<file path="config.mk">
export PLATFORM = sky130hd
export DESIGN_NAME = mul8_seq_ctrl
export DESIGN_NICKNAME = d
export VERILOG_FILES = /design/src/rtl/mul8_seq_ctrl.sv
export SDC_FILE = /design/constraint.sdc
export NUM_CORES = 1
export LEC_CHECK = 0
export CORE_UTILIZATION = 55
export DETAILED_ROUTE_END_ITERATION = 10
export PLACE_DENSITY = 0.88
export SKIP_LAST_GASP = 1
export SLEW_MARGIN = 20
export SYNTH_ARGS = -nofsm -noshare
export SYNTH_HDL_FRONTEND = slang
export SYNTH_SLANG_ARGS = --single-unit
</file>
<file path="constraint.sdc">
create_clock -name clk -period 8 [get_ports clk]
set_input_delay 2.4 -clock clk [delete_from_list [all_inputs] [get_ports clk]]
set_output_delay 2.4 -clock clk [all_outputs]
set_load 0.05 [all_outputs]
</file>
<file path="src/rtl/mul8_seq_ctrl.sv">
// mul8_seq_ctrl: 8x8 unsigned multiply sequenced over one shared 4x4 array
// multiplier, valid/ready in (a,b) and out (product).
// Ports:
//   clk, rst              clock, synchronous active-high reset
//   in_valid/in_ready     operand handshake, a/b 8-bit operands
//   out_valid/out_ready   product handshake, product 16-bit result
//   mul_m/mul_q/mul_p     operand pins and 8-bit result of the shared 4x4
//   busy                  high while partial-product steps run
module mul8_seq_ctrl #(
   parameter bit SKIP_ZERO = 1'b0
) (
   input  logic        clk,
   input  logic        rst,
   input  logic        in_valid,
   output logic        in_ready,
   input  logic [7:0]  a,
   input  logic [7:0]  b,
   output logic        out_valid,
   input  logic        out_ready,
   output logic [15:0] product,
   output logic [3:0]  mul_m,
   output logic [3:0]  mul_q,
   input  logic [7:0]  mul_p,
   output logic        busy
);

   typedef enum logic [2:0] {
      S_IDLE, S_PP0, S_PP1, S_PP2, S_PP3, S_DONE
   } state_t;

   state_t      r_state;
   logic [7:0]  r_a;
   logic [7:0]  r_b;
   logic [15:0] r_acc;

   state_t      w_nxt;
   logic [7:0]  w_nxt_a;
   logic [7:0]  w_nxt_b;
   logic [15:0] w_nxt_acc;
   logic [15:0] w_pp;
   logic        w_accept;
   logic [3:0]  w_live_cur;

   // Bit i set when step PPi must run for operands x,y.
   function automatic logic [3:0] live(input logic [7:0] x,
                                       input logic [7:0] y);
      logic [3:0] l;
      l[0] = (|x[3:0]) & (|y[3:0]);
      l[1] = (|x[7:4]) & (|y[3:0]);
      l[2] = (|x[3:0]) & (|y[7:4]);
      l[3] = (|x[7:4]) & (|y[7:4]);
      return SKIP_ZERO ? l : 4'hF;
   endfunction

   // Lowest live step, or DONE when nothing is left to do.
   function automatic state_t first(input logic [3:0] l);
      state_t s;
      if (l[0])      s = S_PP0;
      else if (l[1]) s = S_PP1;
      else if (l[2]) s = S_PP2;
      else if (l[3]) s = S_PP3;
      else           s = S_DONE;
      return s;
   endfunction

   function automatic logic [3:0] nib_m(input state_t s,
                                        input logic [7:0] x);
      logic [3:0] n;
      unique case (s)
         S_PP0, S_PP2: n = x[3:0];
         S_PP1, S_PP3: n = x[7:4];
         default:      n = 4'd0;
      endcase
      return n;
   endfunction

   function automatic logic [3:0] nib_q(input state_t s,
                                        input logic [7:0] y);
      logic [3:0] n;
      unique case (s)
         S_PP0, S_PP1: n = y[3:0];
         S_PP2, S_PP3: n = y[7:4];
         default:      n = 4'd0;
      endcase
      return n;
   endfunction

   assign in_ready = (r_state == S_IDLE)
                   | ((r_state == S_DONE) & out_ready);
   assign w_accept   = in_valid & in_ready;
   assign w_live_cur = live(r_a, r_b);

   always_comb begin
      w_pp = 16'd0;
      unique case (r_state)
         S_PP0:        w_pp = {8'd0, mul_p};
         S_PP1, S_PP2: w_pp = {4'd0, mul_p, 4'd0};
         S_PP3:        w_pp = {mul_p, 8'd0};
         default:      w_pp = 16'd0;
      endcase
   end

   always_comb begin
      w_nxt     = r_state;
      w_nxt_a   = r_a;
      w_nxt_b   = r_b;
      w_nxt_acc = r_acc;
      if (w_accept) begin
         w_nxt_a   = a;
         w_nxt_b   = b;
         w_nxt_acc = 16'd0;
         w_nxt     = first(live(a, b));
      end else begin
         unique case (r_state)
            S_PP0: begin
               w_nxt_acc = r_acc + w_pp;
               w_nxt     = first(w_live_cur & 4'b1110);
            end
            S_PP1: begin
               w_nxt_acc = r_acc + w_pp;
               w_nxt     = first(w_live_cur & 4'b1100);
            end
            S_PP2: begin
               w_nxt_acc = r_acc + w_pp;
               w_nxt     = first(w_live_cur & 4'b1000);
            end
            S_PP3: begin
               w_nxt_acc = r_acc + w_pp;
               w_nxt     = S_DONE;
            end
            S_DONE: begin
               if (out_ready) w_nxt = S_IDLE;
            end
            default: w_nxt = r_state;
         endcase
      end
   end

   // Outputs are registered from the next-state values so they line up
   // with the state they describe.
   always_ff @(posedge clk) begin
      if (rst) begin
         r_state   <= S_IDLE;
         r_a       <= 8'd0;
         r_b       <= 8'd0;
         r_acc     <= 16'd0;
         out_valid <= 1'b0;
         product   <= 16'd0;
         busy      <= 1'b0;
         mul_m     <= 4'd0;
         mul_q     <= 4'd0;
      end else begin
         r_state   <= w_nxt;
         r_a       <= w_nxt_a;
         r_b       <= w_nxt_b;
         r_acc     <= w_nxt_acc;
         out_valid <= (w_nxt == S_DONE);
         product   <= (w_nxt == S_DONE) ? w_nxt_acc : 16'd0;
         busy      <= (w_nxt == S_PP0) | (w_nxt == S_PP1)
                    | (w_nxt == S_PP2) | (w_nxt == S_PP3);
         mul_m     <= nib_m(w_nxt, w_nxt_a);
         mul_q     <= nib_q(w_nxt, w_nxt_b);
      end
   end

endmodule
</file>
== Word level (Yosys, flattened, before mapping) ==
Cells that the tools add are included.

* Bits in registers: 61
* Latch bits: 0
* Bits in writable memories: 0
* ROM bits: 0
* Output and inout bits: 27
* Word-level logic and storage cells: 45
* Memories kept: 0

* Add/subtract/negate cells: 1
* $mul: 0
* Divide/modulo/power cells: 0
* $lt $le $gt $ge: 0
* Equality and inequality tests: 10
* Shifts and indexed selects: 0
* Multiplexer cells: 10
* Bitwise logic cells: 7
* Reduce and logical (&&, ||, !) cells: 8

{| class="wikitable"
|+ Operator list
! cell !! number
|-
| one-hot mux 16 bit (3 select lines) || 1
|-
| two-way mux 16 bit || 2
|-
| adder 16 bit || 1
|-
| two-way mux 8 bit || 2
|-
| one-hot mux 4 bit (2 select lines) || 2
|-
| one-hot mux 3 bit (5 select lines) || 1
|-
| equality test 3 x 2 -> 1 bit (second input constant) || 4
|-
| equality test 3 bit (second input constant) || 4
|-
| OR reduction 2 bit || 6
|-
| equality test 3 x 1 -> 1 bit (second input constant) || 2
|-
| two-way mux 3 bit || 2
|-
| OR 1 bit || 4
|-
| OR reduction 4 bit || 1
|-
| zero test 3 bit || 1
|-
| bitwise AND 1 bit || 2
|-
| NOT 1 bit || 1
|}

== Longest topological paths before layout ==
Gate-level depths: netlist of the first run.

* Word-level depth: 9
* Mapped depth: 12
* Depth with buffers taken out: 11

== Least setup slack after synthesis of the first run ==
Ideal clock, no wire load.

* Path kind: input-to-output
* Start: input port out_ready
* End: output port in_ready
* Data arrival time: 3288 ps
* Data required time: 5600 ps
* Setup slack: 2312 ps
* Cell stages on the path: 2
* Buffers on the path: 0
* Cell sequence: nand2_1 > a211oi_2

* Longest elaborated chain between the ends: 2

{| class="wikitable"
|+ Ends and longest elaborated chain
! element !! RTL line !! text
|-
| start, declared || 19 || <nowiki>input logic out_ready,</nowiki>
|-
| bitwise AND 1 bit || 89 || <nowiki>| ((r_state == S_DONE) & out_ready);</nowiki>
|-
| OR 1 bit || 89 ||
|-
| end, declared || 15 || <nowiki>output logic in_ready,</nowiki>
|}

Every way passes these cells.

== Final worst setup path of the first run ==
Same ends and word-level chain as after synthesis.

==> results of run 1 <==
metrics by stage:
step / cell area [µm²] / total power [µW]
2_1_floorplan: 2980 / 472
3_3_place_gp: 3530 / 515
3_5_place_dp: 3530 / 520
4_1_cts: 3690 / 745
5_1_grt: 3690 / 779
6_report: 3690 / 739
final timing paths:
kind                                   to  slack (ns)  cells past startpoint       start
worst max register to register  r_acc[12]        4.33                     11  r_state[2]
worst min register to register     r_b[2]        0.46                      2      r_b[2]
worst min-delay path               r_b[2]        0.46                      2      r_b[2]
worst max-delay path             in_ready        1.42                      4   out_ready
report_power, final:
group	switching (µW)	internal (µW)
Combinational	111	69.3
Sequential	14.2	322
Clock	116	107
Total	241	498
state kept, by name, indices dropped and copies added, names as in the netlist:
signal	cells
r_state	3
r_acc	16
mul_q	4
busy	1
out_valid	1
r_b	8
r_a	8
mul_m	4
product	16
layout make-up:
cell class / instances / area [µm²]
Fill cell: 380 / 1480
Sequential cell: 61 / 1220
Multi-Input combinational cell: 255 / 1660
Tap cell: 70 / 87.6
Timing Repair Buffer: 56 / 556
Inverter: 2 / 7.51
Clock inverter: 5 / 30.0
Clock buffer: 9 / 124
synthesized netlist by cell type, drive strengths merged, types with 2 or more instances:
cell type | n | area [µm²]
nor2b | 3 | 18.8
o31ai | 2 | 15.0
clkbuf | 5 | 18.8
nor2 | 50 | 190
a32o | 4 | 40.0
o32ai | 5 | 43.8
buf | 14 | 73.8
ha | 15 | 188
o21a | 4 | 30.0
a22oi | 9 | 67.6
o21ai | 9 | 45.0
xor2 | 7 | 61.3
dfxtp | 61 | 1220
nor3 | 4 | 25.0
mux2i | 12 | 120
nand2 | 35 | 136
a21oi | 28 | 140
and3 | 2 | 12.5
inv | 2 | 7.50
xnor2 | 8 | 70.1
a211oi | 3 | 27.5
and2 | 14 | 87.6
a31oi | 4 | 25.0
nand3 | 2 | 10.0
a21o | 6 | 45.0
nand4 | 2 | 12.5
o22ai | 6 | 43.8
nand2b | 5 | 31.3
cells by family (layout without fill, tap and decap cells):
logic type / Yosys count / count (layout)
buf+inv: 21 / 72
xor+xnor: 15 / 15
simple gates: 121 / 121
flops: 61 / 61
mux: 13 / 13
fa+ha+maj: 16 / 16
compound gates: 90 / 90
worst max-delay path: stages:
cell and delay (ns):
sky130_fd_sc_hd__clkdlybuf4s50_1 0.49, sky130_fd_sc_hd__nand2_1 0.10, sky130_fd_sc_hd__a211oi_2 0.32, sky130_fd_sc_hd__clkdlybuf4s50_1 0.87
per-layer routing:
metal | vias to the layer above | GRT usage, % | wire length, µm
li1 | 1289 | - | -
met1 | 1191 | 31.4 | 2920
met2 | 97 | 43.5 | 3150
met3 | 12 | 10.8 | 449
met4 | 0 | 10.7 | 130
met5 | - | 0 | 0
==> flow_summary.yaml, run 1 <==
cts:
  cts.clk_slew.worst_paths_ns: 0.07
  insertion_delay_ns: 0.34
  cts_tree: "done"
  htree_levels: 3
  postCtsSetupBuffers: 0
  cts_root_buf: "sky130_fd_sc_hd__clkbuf_8"
  cts.sinks: 61
  cts.hold.buffers_added: 0
  numCtsBuffers: 9
  cts_resized: 0
  cts_buffer_depth: 2
placed_design:
  placer_congestion: 0.880
  placement.setup.worst_slack_ns: 1.43
  placedCellCount: 444
  portBuffers: 54
  dp_hpwl_um: 4780
route:
  vias: 2589
  antenna_violating_nets_remaining: 0
  drt-initial-drc-count: 186
  drc_errors: 0
  wl_per_cell_um: 14.5
  drt_first_pass_iters: 4
  wirelength_um: 6640
  vias_per_cell: 5.65
critical_path:
  setup.worst_path.end_class: "primary output"
  timing.critical_path.from_type: "input pin"
  worst-path-max-fanout: 3
  arrival_ns: 4.18
  crit_type: "input pin to primary output"
  worstPathRequired_ns: 5.60
yosys:
  synth_xor_xnor_area_share_pct: 4.40
  yosys_warnings: 0
  synth-main-ff-cell: "sky130_fd_sc_hd__dfxtp_1"
  fraction_of_synthesized_area_in_multiplexers_pct: 4.53
  synthSimpleGateAreaFrac_pct: 18.5
  synth_top_family_by_area: "compound AO/OA/AOI/OAI gates"
  netlist_area_before_placement_um2: 2980
  syn_area_per_cell_um2: 8.85
  synth_seq_area_share_pct: 40.9
  synthAdderAreaFrac_pct: 6.96
  ys_async_sr_fraction_pct: 0
  postSynthNetCount: 381
  synth_cells: 337
  synthDistinctLibCells: 53
  compound_cell_area_share_of_the_yosys_netlist_pct: 21.3
  synth-edff-count: 0
  ys_seq_elements: 61
grt:
  via_count_of_the_first_global_routing_pass: 2550
  grt_util_all_layers_pct: 26.7
  grt_max_degree: 30
  overflow: 0
  first_pass_grt_wire_length_um: 11100
  antenna_violations_before_repair: 0
floorplanning:
  die-height_um: 75.7
  horiz_die_dim_um: 75.7
  boundaryPins: 55
  die_area_um2: 5720
  placement_rows: 26
  initial_utilization_pct: 57.7
  core_outline_area_um2: 5170
timing:
  post-route-min-period_ns: 6.58
  finClkSkew_ns: 0.00666
  tightestPinTransition_ns: 0.860
  min_period_over_period_pct: 82.2
  clock.fmax_ghz: 0.152
  setup_viol: 0
  final_max_slew_viol_count: 0
  finalWorstSetupSlack_ns: 1.42
  finalHoldViolations: 0
  max-slew-margin-rel_pct: 42.5
  hold_ws_ns: 0.461
  grt_setup_unrepaired: "false"
  timing.setup.tns_ns: 0
worst_hold_path:
  hold_path.class: "flip-flop to flip-flop"
cells_and_area:
  area_growth_pct: 23.6
  final_layout_size_suffix_gt1_share_pct: 7.47
  num_antenna_cells: 0
  commonest_non_fill_non_tap_cells_in_the_layout: "sky130_fd_sc_hd__dfxtp_1, sky130_fd_sc_hd__clkdlybuf4s50_1, sky130_fd_sc_hd__nor2_1"
  num-nets-final: 429
  fin_cells: 458
  commonest_non_fill_non_tap_cell_in_the_layout: "sky130_fd_sc_hd__dfxtp_1"
  finalCoreUtilization_pct: 71.3
pwr:
  vdd_ir_drop_max_v: 0.000194
  p_per_area_nw_per_um2: 200
  static-leakage-power_uw: 0.00152
run:
  timing.max_cap.violations: 0
run_status:
  outcome: "completed"
Note: power is estimated with default switching activity, not from simulation.
==> inputs of run 2 (changes only) <==
--- a/config.mk
+++ b/config.mk
@@ -5,9 +5,9 @@
 export SDC_FILE = /design/constraint.sdc
 export NUM_CORES = 1
 export LEC_CHECK = 0
-export CORE_UTILIZATION = 55
+export CORE_UTILIZATION = 52
 export DETAILED_ROUTE_END_ITERATION = 10
-export PLACE_DENSITY = 0.88
+export PLACE_DENSITY = 0.84
 export SKIP_LAST_GASP = 1
 export SLEW_MARGIN = 20
 export SYNTH_ARGS = -nofsm -noshare
==> constraint.sdc (replaced) <==
create_clock -name clk -period 6.5 [get_ports clk]
set_input_delay 1.95 -clock clk [delete_from_list [all_inputs] [get_ports clk]]
set_output_delay 1.95 -clock clk [all_outputs]
set_load 0.05 [all_outputs]
==> flow_summary.yaml, run 2 (synthesis gave the netlist of run 1 again) <==
timing:
  max-slew-margin-rel_pct: 37.9
  finalHoldViolations: 0
  post-route-min-period_ns: 5.75
  setup_viol: 0
  timing.setup.tns_ns: 0
  min_period_over_period_pct: 88.4
  grt_setup_unrepaired: "false"
  tightestPinTransition_ns: 0.929
  finClkSkew_ns: 0.00650
  clock.fmax_ghz: 0.174
  final_max_slew_viol_count: 0
route:
  drc_errors: 0
  vias: 2584
  drt-initial-drc-count: 149
  antenna_violating_nets_remaining: 0
  drt_first_pass_iters: 5
  vias_per_cell: 5.63
  wirelength_um: 6850
  wl_per_cell_um: 14.9
critical_path:
  worst-path-max-fanout: 3
  crit_type: "input pin to primary output"
  r2r.worst_path.cells: 11
  reg2reg_to: "product[12]"
  arrival_ns: 3.80
  worstPathRequired_ns: 4.55
  setup.worst_path.end_class: "primary output"
  timing.reg2reg.setup_slack_ns: 2.80
  worst_setup_path_startpoint: "out_ready"
  regToRegStartpoint: "r_state[2]"
  timing.critical_path.from_type: "input pin"
run:
  timing.max_cap.violations: 0
cells_and_area:
  finalInstanceArea_um2: 3720
  area_growth_pct: 24.8
  fillers: 438
  layout.area.seq_um2: 1220
  num-nets-final: 429
  commonest_non_fill_non_tap_cells_in_the_layout: "sky130_fd_sc_hd__dfxtp_1, sky130_fd_sc_hd__clkdlybuf4s50_1, sky130_fd_sc_hd__nor2_1"
  multi_input_area_um2: 1660
  commonest_non_fill_non_tap_cell_in_the_layout: "sky130_fd_sc_hd__dfxtp_1"
  num_antenna_cells: 0
  final_layout_size_suffix_gt1_share_pct: 7.24
  reg.largest.list: "product x16, r_acc x16"
cts:
  insertion_delay_ns: 0.33
  cts_root_buf: "sky130_fd_sc_hd__clkbuf_8"
  cts.clk_slew.worst_paths_ns: 0.06
  cts.sinks: 61
  htree_levels: 3
  cts_buffer_depth: 2
  postCtsSetupBuffers: 0
  numCtsBuffers: 9
  cts_tree: "done"
  cts.hold.buffers_added: 0
  cts_resized: 0
grt:
  antenna_violations_before_repair: 0
  grt_util_all_layers_pct: 23.8
  overflow: 0
  first_pass_grt_wire_length_um: 11200
  via_count_of_the_first_global_routing_pass: 2419
  grt_max_degree: 30
pwr:
  static-leakage-power_uw: 0.00154
  p_total_uw: 963
  vdd_ir_drop_max_v: 0.000176
  p_per_area_nw_per_um2: 259
floorplanning:
  boundaryPins: 55
  initial_utilization_pct: 54.2
  die-height_um: 77.8
  core_outline_area_um2: 5510
  placement_rows: 27
  die_area_um2: 6050
  horiz_die_dim_um: 77.8
worst_hold_path:
  hold_end: "r_b[2]"
  min-delay-start: "r_b[2]"
  timing.hold.worst_path_depth: 2
  hold_path.class: "flip-flop to flip-flop"
placed_design:
  portBuffers: 54
  placer_congestion: 0.889
  dpl-instance-area_um2: 3540
  dp_hpwl_um: 4880
run_status:
  outcome: "completed"
-- run 2: cell types whose count changed in the layout (fill, tap and decap cells not counted) --
cell	before	now
sky130_fd_sc_hd__clkinvlp_4	2	0
sky130_fd_sc_hd__clkinv_2	3	1
sky130_fd_sc_hd__bufinv_16	0	1
sky130_fd_sc_hd__clkbuf_8	9	11
-- run 2: area by class of cell --
cell class,count,share of cell area (%)
well taps,72,2.42
clock inverters,2,0.941
repair buffers,56,14.9
clock buffers,11,4.07
flip-flops and latches,61,32.8
multi-input cells,255,44.7
inverters,2,0.202
-- run 2: per-stage QoR --
step	setup slack (ns)	utilization (%)	hold WS [ns]	instances
2_1_floorplan	1.71	-	0.436	337
3_3_place_gp	0.832	64.2	0.442	446
3_5_place_dp	0.828	64.2	0.449	446
4_1_cts	0.760	67.6	0.460	459
5_1_grt	0.716	67.6	0.484	459
6_report	0.753	67.6	0.460	459
-- run 2: worst max path at each step --
stage               end  slack (ns)  depth (start not counted)
2_1_floorplan  in_ready        1.71                          2
3_3_place_gp   in_ready        0.83                          4
3_5_place_dp   in_ready        0.83                          4
4_1_cts        in_ready        0.76                          4
5_1_grt        in_ready        0.72                          4
6_report       in_ready        0.75                          4
-- run 2: where the power goes --
part           switching (µW)  total [µW]  internal, µW
registers                18.6         414           396
clock network             136         327           191
logic                     136         222          85.3
-- run 2: critical path, stage by stage --
cell	delay (ns)
sky130_fd_sc_hd__clkdlybuf4s50_1	0.49
sky130_fd_sc_hd__nand2_1	0.11
sky130_fd_sc_hd__a211oi_2	0.35
sky130_fd_sc_hd__clkdlybuf4s50_1	0.89
-- run 2: routing by layer --
layer / global-route usage [%] / routed length (µm) / vias up
met5: 0 / 0 / -
met4: 11.1 / 105 / 0
met3: 4.82 / 344 / 10
met2: 40.2 / 3410 / 83
met1: 28.9 / 2990 / 1202
li1: - / - / 1289
